--- src/rtl/debounce_edge.sv ---
// debounce_edge: qualifies a synchronized, glitch-prone level and turns it into
// a clean debounced level plus rise/fall/long-press pulses and a press counter.
// All outputs come straight from flops; sync_in only feeds next-state logic.
module debounce_edge #(
  parameter int DEBOUNCE_CYCLES = 16,
  parameter int LONG_CYCLES     = 1024,
  parameter int EVT_WIDTH       = 8
) (
  input  logic                 clk,
  input  logic                 rst,
  input  logic                 sync_in,
  output logic                 level,
  output logic                 rise,
  output logic                 fall,
  output logic                 long_press,
  output logic [EVT_WIDTH-1:0] press_count
);

  // dcnt never needs to hold more than DEBOUNCE_CYCLES-1; keep at least one bit.
  localparam int DW = (DEBOUNCE_CYCLES > 1) ? $clog2(DEBOUNCE_CYCLES) : 1;
  // hold saturates at LONG_CYCLES, so it must be able to represent that value.
  localparam int HW = $clog2(LONG_CYCLES + 1);

  localparam logic [DW-1:0] D_LAST = DW'(DEBOUNCE_CYCLES - 1);
  localparam logic [HW-1:0] L_MAX  = HW'(LONG_CYCLES);
  localparam logic [HW-1:0] L_PRE  = HW'(LONG_CYCLES - 1);

  typedef enum logic [1:0] {
    S_LOW      = 2'd0,
    S_RISE_CHK = 2'd1,
    S_HIGH     = 2'd2,
    S_FALL_CHK = 2'd3
  } state_t;

  state_t                 state_q, state_d;
  logic [DW-1:0]          dcnt_q, dcnt_d;
  logic [HW-1:0]          hold_q, hold_d;
  logic                   long_done_q, long_done_d;
  logic                   level_q, level_d;
  logic                   rise_q, rise_d;
  logic                   fall_q, fall_d;
  logic                   long_press_q, long_press_d;
  logic [EVT_WIDTH-1:0]   press_count_q, press_count_d;
  logic                   acc_rise, acc_fall;

  // Next-state: debounce FSM, hold timer, long-press detection and press counter.
  always_comb begin
    state_d       = state_q;
    dcnt_d        = dcnt_q;
    hold_d        = hold_q;
    long_done_d   = long_done_q;
    press_count_d = press_count_q;
    acc_rise      = 1'b0;
    acc_fall      = 1'b0;

    case (state_q)
      S_LOW: begin
        if (sync_in) begin
          if (DEBOUNCE_CYCLES == 1) begin
            acc_rise = 1'b1;
          end else begin
            state_d = S_RISE_CHK;
            dcnt_d  = DW'(1);
          end
        end
      end
      S_RISE_CHK: begin
        if (!sync_in) begin
          state_d = S_LOW;
          dcnt_d  = '0;
        end else if (dcnt_q == D_LAST) begin
          acc_rise = 1'b1;
        end else begin
          dcnt_d = dcnt_q + DW'(1);
        end
      end
      S_HIGH: begin
        if (!sync_in) begin
          if (DEBOUNCE_CYCLES == 1) begin
            acc_fall = 1'b1;
          end else begin
            state_d = S_FALL_CHK;
            dcnt_d  = DW'(1);
          end
        end
      end
      S_FALL_CHK: begin
        // A rejected fall glitch returns to S_HIGH but keeps the hold timer running.
        if (sync_in) begin
          state_d = S_HIGH;
          dcnt_d  = '0;
        end else if (dcnt_q == D_LAST) begin
          acc_fall = 1'b1;
        end else begin
          dcnt_d = dcnt_q + DW'(1);
        end
      end
      default: begin
        state_d = S_LOW;
        dcnt_d  = '0;
      end
    endcase

    // Hold timer runs while the debounced level is high, saturating at LONG_CYCLES.
    if (level_q && (hold_q < L_MAX)) begin
      hold_d = hold_q + HW'(1);
    end

    // Long press fires on the edge where hold reaches LONG_CYCLES, unless the
    // level is being dropped on that same edge.
    long_press_d = level_q && !long_done_q && (hold_q == L_PRE) && !acc_fall;
    if (long_press_d) begin
      long_done_d = 1'b1;
    end

    if (acc_rise) begin
      state_d       = S_HIGH;
      dcnt_d        = '0;
      press_count_d = press_count_q + EVT_WIDTH'(1);
      hold_d        = '0;
      long_done_d   = 1'b0;
    end

    if (acc_fall) begin
      state_d = S_LOW;
      dcnt_d  = '0;
    end

    level_d = (state_d == S_HIGH) || (state_d == S_FALL_CHK);
    rise_d  = acc_rise;
    fall_d  = acc_fall;
  end

  // State and output registers; reset wins over everything.
  always_ff @(posedge clk) begin
    if (rst) begin
      state_q       <= S_LOW;
      dcnt_q        <= '0;
      hold_q        <= '0;
      long_done_q   <= 1'b0;
      level_q       <= 1'b0;
      rise_q        <= 1'b0;
      fall_q        <= 1'b0;
      long_press_q  <= 1'b0;
      press_count_q <= '0;
    end else begin
      state_q       <= state_d;
      dcnt_q        <= dcnt_d;
      hold_q        <= hold_d;
      long_done_q   <= long_done_d;
      level_q       <= level_d;
      rise_q        <= rise_d;
      fall_q        <= fall_d;
      long_press_q  <= long_press_d;
      press_count_q <= press_count_d;
    end
  end

  assign level       = level_q;
  assign rise        = rise_q;
  assign fall        = fall_q;
  assign long_press  = long_press_q;
  assign press_count = press_count_q;

endmodule

--- config.mk ---
export PLATFORM = sky130hd
export DESIGN_NAME = debounce_edge
export DESIGN_NICKNAME = d
export VERILOG_FILES = /design/src/rtl/debounce_edge.sv
export SDC_FILE = /design/constraint.sdc
export NUM_CORES = 1
export LEC_CHECK = 0
export CORE_MARGIN = 1
export CORE_UTILIZATION = 58
export DETAILED_ROUTE_END_ITERATION = 8
export PLACE_DENSITY = 0.82
export SETUP_SLACK_MARGIN = 0.4
export SLEW_MARGIN = 40
export SYNTH_ARGS = -nofsm -noshare
export SYNTH_HDL_FRONTEND = slang
export SYNTH_SLANG_ARGS = --single-unit
--- constraint.sdc ---
create_clock -name clk -period 4.22 [get_ports clk]
set_input_delay 1.266 -clock clk [delete_from_list [all_inputs] [get_ports clk]]
set_output_delay 1.266 -clock clk [all_outputs]
set_load 0.1 [all_outputs]
==> reports/metrics.yaml, run 1 <==
finish:
  drive_gt1_share_pct: 13.5
  nets: 175
  layout_commonest_cell: "dfxtp_1"
  mostFrequentLayoutCells: "30 x dfxtp_1, 16 x a21oi_1, 12 x buf_2, 10 x o21ai_0, 8 x inv_1"
  finalNonFillerCells: 198
  fill_cells: 178
  final_core_util_pct: 68.7
  design_area_sq_mm: 0.00152
  area_growth_syn_to_layout_pct: 10.9
  antennaDiodeCount: 0
detailed_routing:
  drt-initial-drc-count: 35
  ant_nets: 0
  via_count: 1204
  finalWirelength_mm: 2.91
  post-route-drc-count: 0
  vias_per_cell: 6.08
  wire_per_inst_um: 14.7
  first_pass_iters: 4
yosys:
  synth_top_area_share_pct: 43.8
  synthAdderAreaFrac_pct: 2.74
  synth.area.top_cells: "dfxtp_1 44%, a21oi_1 5.8%, or4_1 3.8%"
  synthSimpleGateAreaFrac_pct: 26.8
  synth-compound-area-share_pct: 15.9
  post_synth_xor_area_fraction_pct: 2.56
  seq_area_frac_synth_pct: 43.8
  ys.warnings.count: 0
  muxShareOfSynthArea_pct: 3.01
  syn-cell-area_sq_mm: 0.00137
  netlist_instances: 154
  yosys.area.top_type: "dfxtp_1"
  synth.distinct_cells: 35
  synth-seq-cells: 30
  syn-mean-instance-area_sq_um: 8.90
  synthesis.nets: 160
  synth_top_family_by_area: "simple AND/OR/NAND/NOR gates"
clock_network:
  insertion_delay_ps: 340
  clock_sinks: 30
  cts_max_level: 2
  cts_tree: "done"
  cts_buffer_depth: 2
  cts_setup_buffers: 0
  clkSlewWorstSetupHoldPaths_ps: 90
  ctsRootBufferMaster: "clkbuf_4"
  holdBufCountCts: 0
  cts_buffers: 5
  cts_resized: 0
power:
  power_density_mw_per_mm2: 318
  ir_worst_vdd_v: 0.000269
  leakagePower_nw: 0.538
timing:
  max_freq_mhz: 383
  worst_pin_slew_ps: 491
  rsz0062_at_grt: "no"
  relSlewSlack_pct: 67.5
  min_period_ps: 2610
  finalSetupTns_ps: 0
  finalCritPeriodShare_pct: 61.9
  final-max-slew-violation-count: 0
  clock_skew_ps: 10.8
  whs_ps: 465
  setup_viol: 0
  finalHoldViolCount: 0
grt:
  grt-ovfl-total: 0
  grt_pass1_wl_mm: 5.02
  antenna_found_initial: 0
  first_global_vias: 1089
  gr-usage-all-layers_pct: 27.0
  grt_max_degree: 22
floorplanning:
  coreArea_sq_mm: 0.00221
  die_x_um: 50.6
  ios: 15
  die_area_sq_mm: 0.00256
  die_h_um: 50.6
  start_util_pct: 61.9
  rows: 17
outcome:
  status: "completed"
placement:
  dp.final_hpwl_mm: 2.04
  port_buffers: 14
  dp.cells: 190
  place_congestion: 0.776
  placed_area_sq_mm: 0.00146
critical_path:
  r2r_cells: 4
  crit_required_ps: 4440
  end_kind: "flip-flop"
  reg2reg_from: "dcnt_q[0]"
  critPathLaunchType: "input pin"
  rrSetupSlack_ps: 2260
  crit_fanout: 8
  r2r-end: "press_count[7]"
  path_class: "in2reg"
  cp.arrival_ps: 2840
worst_hold_path:
  hp-class: "reg2reg"
  holdPathStages: 1
  holdPathEnd: "long_press"
  hp-start: "long_done_q"
job:
  drv_cap: 0
## cell usage after synthesis
library cell / instances
buf_2: 2
nor2_1: 6
a21oi_1: 16
and3_1: 1
nand2_1: 4
nand3_1: 7
nand4_2: 1
nand3b_1: 3
o211ai_1: 1
o311ai_0: 1
a211oi_1: 1
nand2b_1: 4
nor3b_1: 1
clkbuf_2: 1
mux2_2: 1
xor2_1: 2
nand4_1: 4
or4_1: 7
o41ai_1: 1
o31ai_1: 6
mux2i_1: 3
and4_1: 1
nor4_1: 3
nor2b_1: 2
inv_1: 8
nor3_1: 6
or3_1: 6
dfxtp_1: 30
o211a_1: 1
clkbuf_1: 4
nand4b_1: 4
o21ai_0: 10
buf_6: 1
ha_1: 3
xnor2_1: 2
## power by group
part	total [mW]	leakage (nW)	internal [mW]	switching, mW
Clock	0.181	0.0353	0.0806	0.100
Sequential	0.286	0.242	0.284	0.00189
Combinational	0.0158	0.261	0.00550	0.0103
Total	0.483	0.538	0.370	0.112
## state kept, by name (all words and copies together), names as in the netlist
signal,cells
fall,1
hold_q,11
state_q,2
press_count,8
rise,1
long_done_q,1
dcnt_q,4
level,1
long_press,1
## metrics by stage
| step | setup WS (ps) | total power [mW] |
|---|---|---|
| 6_report | 1610 | 0.483 |
| 5_1_grt | 1510 | 0.501 |
| 4_1_cts | 1600 | 0.484 |
| 3_5_place_dp | 1270 | 0.308 |
| 3_3_place_gp | 1350 | 0.308 |
| 2_1_floorplan | 1870 | 0.303 |
## cells by family after synthesis
group | Yosys count
simple gates | 60
compound gates | 37
flops | 30
buf+inv | 16
xor+xnor | 4
mux | 4
fa+ha+maj | 3
## critical path: stages
cell	delay, ps
clkdlybuf4s50_1	640
nand4b_1	250
nor4_1	310
mux2_2	360
## metal layers
metal	vias up	track usage [%]	share of wire, %
met5	-	0	0
li1	607	-	-
met4	0	12.5	0.93
met2	27	45.8	50
met3	4	7.27	3.3
met1	566	31.3	45
## worst max-delay path by stage
stage	slack [ps]	to	from
2_1_floorplan	1870	press_count[7]	sync_in
3_3_place_gp	1350	press_count[7]	sync_in
3_5_place_dp	1270	press_count[7]	sync_in
4_1_cts	1600	press_count[7]	sync_in
5_1_grt	1510	press_count[7]	sync_in
6_report	1610	press_count[7]	sync_in
## final cells by class
class	count	area, sq um	area share (%)
multi-input combinational	108	698	46.0
clock buffer	7	55.1	3.62
inverter	8	30.0	1.98
clock inverter	1	5.00	0.329
tap	28	35.0	2.31
timing repair buffer	16	95.1	6.26
sequential	30	601	39.5
Power figures use the tool's default switching activity.
==> inputs of run 2 (changes only) <==
--- a/config.mk
+++ b/config.mk
@@ -6,9 +6,9 @@
 export NUM_CORES = 1
 export LEC_CHECK = 0
 export CORE_MARGIN = 1
-export CORE_UTILIZATION = 58
+export CORE_UTILIZATION = 54
 export DETAILED_ROUTE_END_ITERATION = 8
-export PLACE_DENSITY = 0.82
+export PLACE_DENSITY = 0.77
 export SETUP_SLACK_MARGIN = 0.4
 export SLEW_MARGIN = 40
 export SYNTH_ARGS = -nofsm -noshare
==> constraint.sdc (replaced) <==
create_clock -name clk -period 2.45 [get_ports clk]
set_input_delay 0.735 -clock clk [delete_from_list [all_inputs] [get_ports clk]]
set_output_delay 0.735 -clock clk [all_outputs]
set_load 0.1 [all_outputs]
==> reports/metrics.yaml, run 2 (same netlist as run 1, synthesis figures left out) <==
floorplanning:
  die_x_um: 52.4  # +3.5%
  die_area_sq_mm: 0.00274  # +7.1%
  ios: 15  # unchanged
  rows: 17  # unchanged
  die_h_um: 52.4  # +3.5%
  start_util_pct: 59.6  # -2.3 points
  coreArea_sq_mm: 0.00230  # +3.8%
detailed_routing:
  ant_nets: 0  # unchanged
  vias_per_cell: 5.95  # -2.2%
  via_count: 1189  # -1.2%
  first_pass_iters: 4  # unchanged
  wire_per_inst_um: 14.1  # -4.1%
  drt-initial-drc-count: 21  # -40%
  finalWirelength_mm: 2.82  # -3.1%
  post-route-drc-count: 0  # unchanged
finish:
  antennaDiodeCount: 0  # unchanged
  final_core_util_pct: 70.8  # +2.1 points
  largest_register: "hold_q"
  layout_commonest_cell: "dfxtp_1"
  fill_cells: 166  # -6.7%
  nets: 177  # +1.1%
  multi_input_area_sq_um: 707  # +1.3%
  area_growth_syn_to_layout_pct: 18.6
  mostFrequentLayoutCells: "29 x dfxtp_1, 16 x a21oi_1, 16 x buf_4, 10 x o21ai_0, 8 x inv_1"
  largest_register_ffs: 11  # unchanged
  regArea_sq_um: 602  # +0.21%
  drive_gt1_share_pct: 15.7  # +2.2 points
power:
  switching_share_pct: 18.8  # -4.5 points
  ir_worst_vdd_v: 0.000589  # +120%
  totalPowerFinal_mw: 1.04  # +120%
  p_seq_share_pct: 47.3  # -12 points
  power.switching_uw: 196  # +75%
  clkPwrFrac_pct: 49.9  # +13 points
  p_comb_share_pct: 2.8  # -0.5 points
  power_density_mw_per_mm2: 641  # +100%
  leakagePower_nw: 0.578  # +7.4%
  intPower_uw: 846  # +130%
worst_hold_path:
  hp-class: "reg2reg"
critical_path:
  crit_required_ps: 2670  # -1770 ps
  end_kind: "flip-flop"
  crit_fanout: 6  # -2
  slowest_delay_ps: 500  # -140 ps
  path_class: "in2reg"
  slowest_stage: "clkdlybuf4s50_1"
  crit_chain: "clkdlybuf4s50_1 -> buf_4 -> xor2_1 -> nand2_1 -> o41ai_1"
  critPathLaunchType: "input pin"
  cp.arrival_ps: 2130  # -710 ps
clock_network:
  cts_buffers: 5  # unchanged
  holdBufCountCts: 0  # unchanged
  clock_sinks: 30  # unchanged
  ctsRootBufferMaster: "clkbuf_4"
  cts_setup_buffers: 0  # unchanged
  cts_max_level: 2  # unchanged
  insertion_delay_ps: 330  # about the same
  clkSlewWorstSetupHoldPaths_ps: 100  # about the same
  cts_buffer_depth: 2  # unchanged
  cts_resized: 0  # unchanged
  cts_tree: "done"
timing:
  finalSetupTns_ps: 0  # unchanged
  whs_ps: 464  # -0.665 ps
  setup_slack_ps: 543  # -1060 ps
  final-max-slew-violation-count: 0  # unchanged
  worst_pin_slew_ps: 405  # -86.6 ps
  clock_skew_ps: 13.7  # +2.94 ps
  relSlewSlack_pct: 72.8  # +5.4 points
  max_freq_mhz: 524
  finalCritPeriodShare_pct: 77.8
  setup_viol: 0  # unchanged
  min_period_ps: 1910
  finalHoldViolCount: 0  # unchanged
  rsz0062_at_grt: "no"
grt:
  antenna_found_initial: 0  # unchanged
  first_global_vias: 1018  # -6.5%
  gr-usage-all-layers_pct: 22.2  # -4.8 points
  grt_pass1_wl_mm: 4.42  # -12%
  grt_max_degree: 22  # unchanged
  grt-ovfl-total: 0  # unchanged
outcome:
  status: "completed"
placement:
  port_buffers: 14  # unchanged
  dp.final_hpwl_mm: 1.88  # -7.8%
  place_congestion: 0.778  # +0.26%
  dp_slack_ps: 196  # -1080 ps
job:
  drv_cap: 0  # unchanged
## run 2: changes by cell type in the layout (fill, tap and decap cells not counted)
cell,change
buf_4,+14
buf_2,-12
bufinv_16,+2
clkbuf_1,-1
clkinv_2,-1
dfxtp_1,-1
dfxtp_2,+1
nand4_2,-1
nand4_4,+1
## run 2: final cells by class
cell class | count | share of cell area [%]
repair buffers | 18 | 8.62
inverters | 8 | 1.85
clock inverters | 2 | 3.70
flip-flops and latches | 30 | 37.0
clock buffers | 6 | 3.16
multi-input cells | 108 | 43.5
well taps | 28 | 2.16
## run 2: per-layer routing
| metal | global-route usage, % | wire length, um | vias to the layer above |
|---|---|---|---|
| met4 | 9.21 | 38 | 0 |
| met3 | 6.96 | 103 | 7 |
| met1 | 27.8 | 1350 | 545 |
| li1 | - | - | 610 |
| met5 | 0 | 0 | - |
| met2 | 34.8 | 1330 | 27 |
## run 2: critical path, delay by kind of cell
| family | cells | cell delay [ps] |
|---|---|---|
| XOR/XNOR | 1 | 300 |
| AO/OA/AOI/OAI | 1 | 320 |
| buffers and inverters | 2 | 660 |
| AND/OR/NAND/NOR | 1 | 120 |
## run 2: metrics by stage
step / area [sq um] / cells
after floorplan: 1370 / 154
after global placement: 1510 / 192
after detailed placement: 1510 / 192
after CTS: 1620 / 200
after global routing: 1630 / 200
final: 1630 / 200
## run 2: path summary, 6_finish.rpt
kind | start | cells after the start | to | slack [ps]
setup / recovery | sync_in | 5 | dcnt_q[3] | 540
hold / removal | long_done_q | 1 | long_press | 460
setup reg to reg | dcnt_q[0] | 4 | press_count[7] | 670
hold reg to reg | long_done_q | 1 | long_press | 460
## run 2: power groups by stage
stage	Combinational [mW]	Sequential, mW	Clock, mW
finish	0.0294	0.493	0.520
global route	0.0313	0.494	0.548
CTS	0.0285	0.493	0.527
detailed placement	0.0282	0.504	0
global placement	0.0270	0.504	0
floorplan	0.0181	0.503	0
==> edit, RTL diff (config.mk and constraints of run 2) <==
`DEBOUNCE_CYCLES`: 16 -> 32.
--- a/src/rtl/debounce_edge.sv
+++ b/src/rtl/debounce_edge.sv
@@ -2,7 +2,7 @@
 // a clean debounced level plus rise/fall/long-press pulses and a press counter.
 // All outputs come straight from flops; sync_in only feeds next-state logic.
 module debounce_edge #(
-  parameter int DEBOUNCE_CYCLES = 16,
+  parameter int DEBOUNCE_CYCLES = 32,
   parameter int LONG_CYCLES     = 1024,
   parameter int EVT_WIDTH       = 8
 ) (
Formal check against the unedited RTL: no difference found for any inputs over 10 cycles, from zero or initial values and one cycle with rst high; that may be too few to reach the edited logic, so the function may still have changed.
==> edit against run 2 <==
Non-clock buffer count is 1 higher; die area is 8.3% higher; routed wire length is 8.9% higher; area after synthesis is 8.7% higher; clock skew is 0.0054 ns lower; utilization is 4.3 points lower; sequential cell count is 1 higher; total power is 18% lower; setup slack worse by 0.044 ns; count of clock-buffer cells in the layout stayed put; design area is 4.1% higher; critical endpoint is now press_count[7]$_SDFFE_PP0P_.
==> edit: results <==
metrics = {
    "critical_path": {
        "cpLargestDelayFamily": "simple AND/OR/NAND/NOR gates",
        "critical_path_peak_fanout": 14,
        "r2r_setup_slack_ns": 0.55,
        "worstPathArrival_ns": 2.19,
    },
    "sta": {
        "final_hold_viol_count": 0,
        "skew_ns": 0.00831,
        "tightestPinTransition_ns": 0.451,
        "setup_ws_ns": 0.499,
    },
    "synth": {
        "synthMuxAreaShare": 0.0361,
        "synthAdderAreaFrac": 0.0252,
        "yosysUniqueCellTypes": 39,
        "syn-num-nets": 173,
        "synth_common_cells": "31 x dfxtp_1, 15 x a21oi_1, 10 x nand3_1, 10 x o21ai_0, 9 x nor2_1",
        "ys_seq_area_frac": 0.417,
        "synth_compound_area_frac": 0.139,
        "synth_xor_area_frac": 0.0286,
        "yosys-top-cells-area": "dfxtp_1 42%, a21oi_1 5.0%, nand3_1 3.4%, nor4_1 3.4%, o21ai_0 3.4%",
        "syn_avg_cell_area_um2": 8.92,
    },
    "layout": {
        "nets": 191,
        "fillers": 233,
    },
    "power": {
        "power.leakage_nw": 0.607,
        "power.internal_mw": 0.652,
    },
    "placement": {
        "pre_cts_slack_ns": 0.137,
        "dp_hpwl_mm": 2.17,
        "placed_cells": 208,
        "globalplace.congestion": 0.849,
    },
    "global_routing": {
        "grt.total_usage": 0.240,
        "grt_pass1_vias": 1107,
        "grt_max_degree": 19,
    },
    "drt": {
        "drt_iter0_drc": 28,
        "vias": 1300,
    },
    "outcome": {
        "status": "complete, no violations",
    },
    "cts": {
        "clockBufferDepth": 2,
    },
}
-- edit: logic make-up after synthesis --
family,after synthesis
XOR/XNOR,4
AO/OA/AOI/OAI,35
multiplexers,5
flip-flops,31
AND/OR/NAND/NOR,73
adder cells (fa/ha/maj),3
buffers and inverters,16
-- edit: cell type report --
cell class                 count  area [um2]  area share
clock inverter                 1        5.00     0.00296
inverter                       8        30.0      0.0178
multi-input combinational    120         797       0.471
timing repair buffer          19         148      0.0873
clock buffer                   6        51.3      0.0303
sequential                    31         623       0.368
tap                           30        37.5      0.0222
-- edit: worst max-delay path by stage --
stage	from	end	depth (start not counted)
after floorplan	level$_SDFF_PP0_	hold_q[8]$_SDFFE_PP0P_	4
after global placement	sync_in	press_count[7]$_SDFFE_PP0P_	4
after detailed placement	sync_in	press_count[7]$_SDFFE_PP0P_	4
after CTS	sync_in	press_count[7]$_SDFFE_PP0P_	4
after global routing	sync_in	dcnt_q[4]$_SDFFE_PP0P_	5
final	sync_in	press_count[7]$_SDFFE_PP0P_	4
-- edit: metrics by stage --
step / hold WS (ns) / power, mW / utilization
after global placement: 0.436 / 0.556 / 0.643
final: 0.473 / 0.856 / 0.665
after global routing: 0.506 / 0.882 / 0.665
after CTS: 0.475 / 0.860 / 0.665
after floorplan: 0.419 / 0.543 / -
after detailed placement: 0.456 / 0.558 / 0.643
-- edit: power by group through the flow --
stage,Clock (mW),Combinational (mW),Sequential [mW]
after floorplan,0,0.0229,0.520
after global placement,0,0.0344,0.522
after detailed placement,0,0.0357,0.522
after CTS,0.314,0.0359,0.510
after global routing,0.331,0.0399,0.511
final,0.309,0.0363,0.510
-- edit: per-layer routing --
layer	vias to the layer above	GRT usage	routed length, um
met4	0	0.137	72
met5	-	0	0
li1	662	-	-
met3	9	0.0750	115
met2	26	0.398	1490
met1	603	0.268	1390
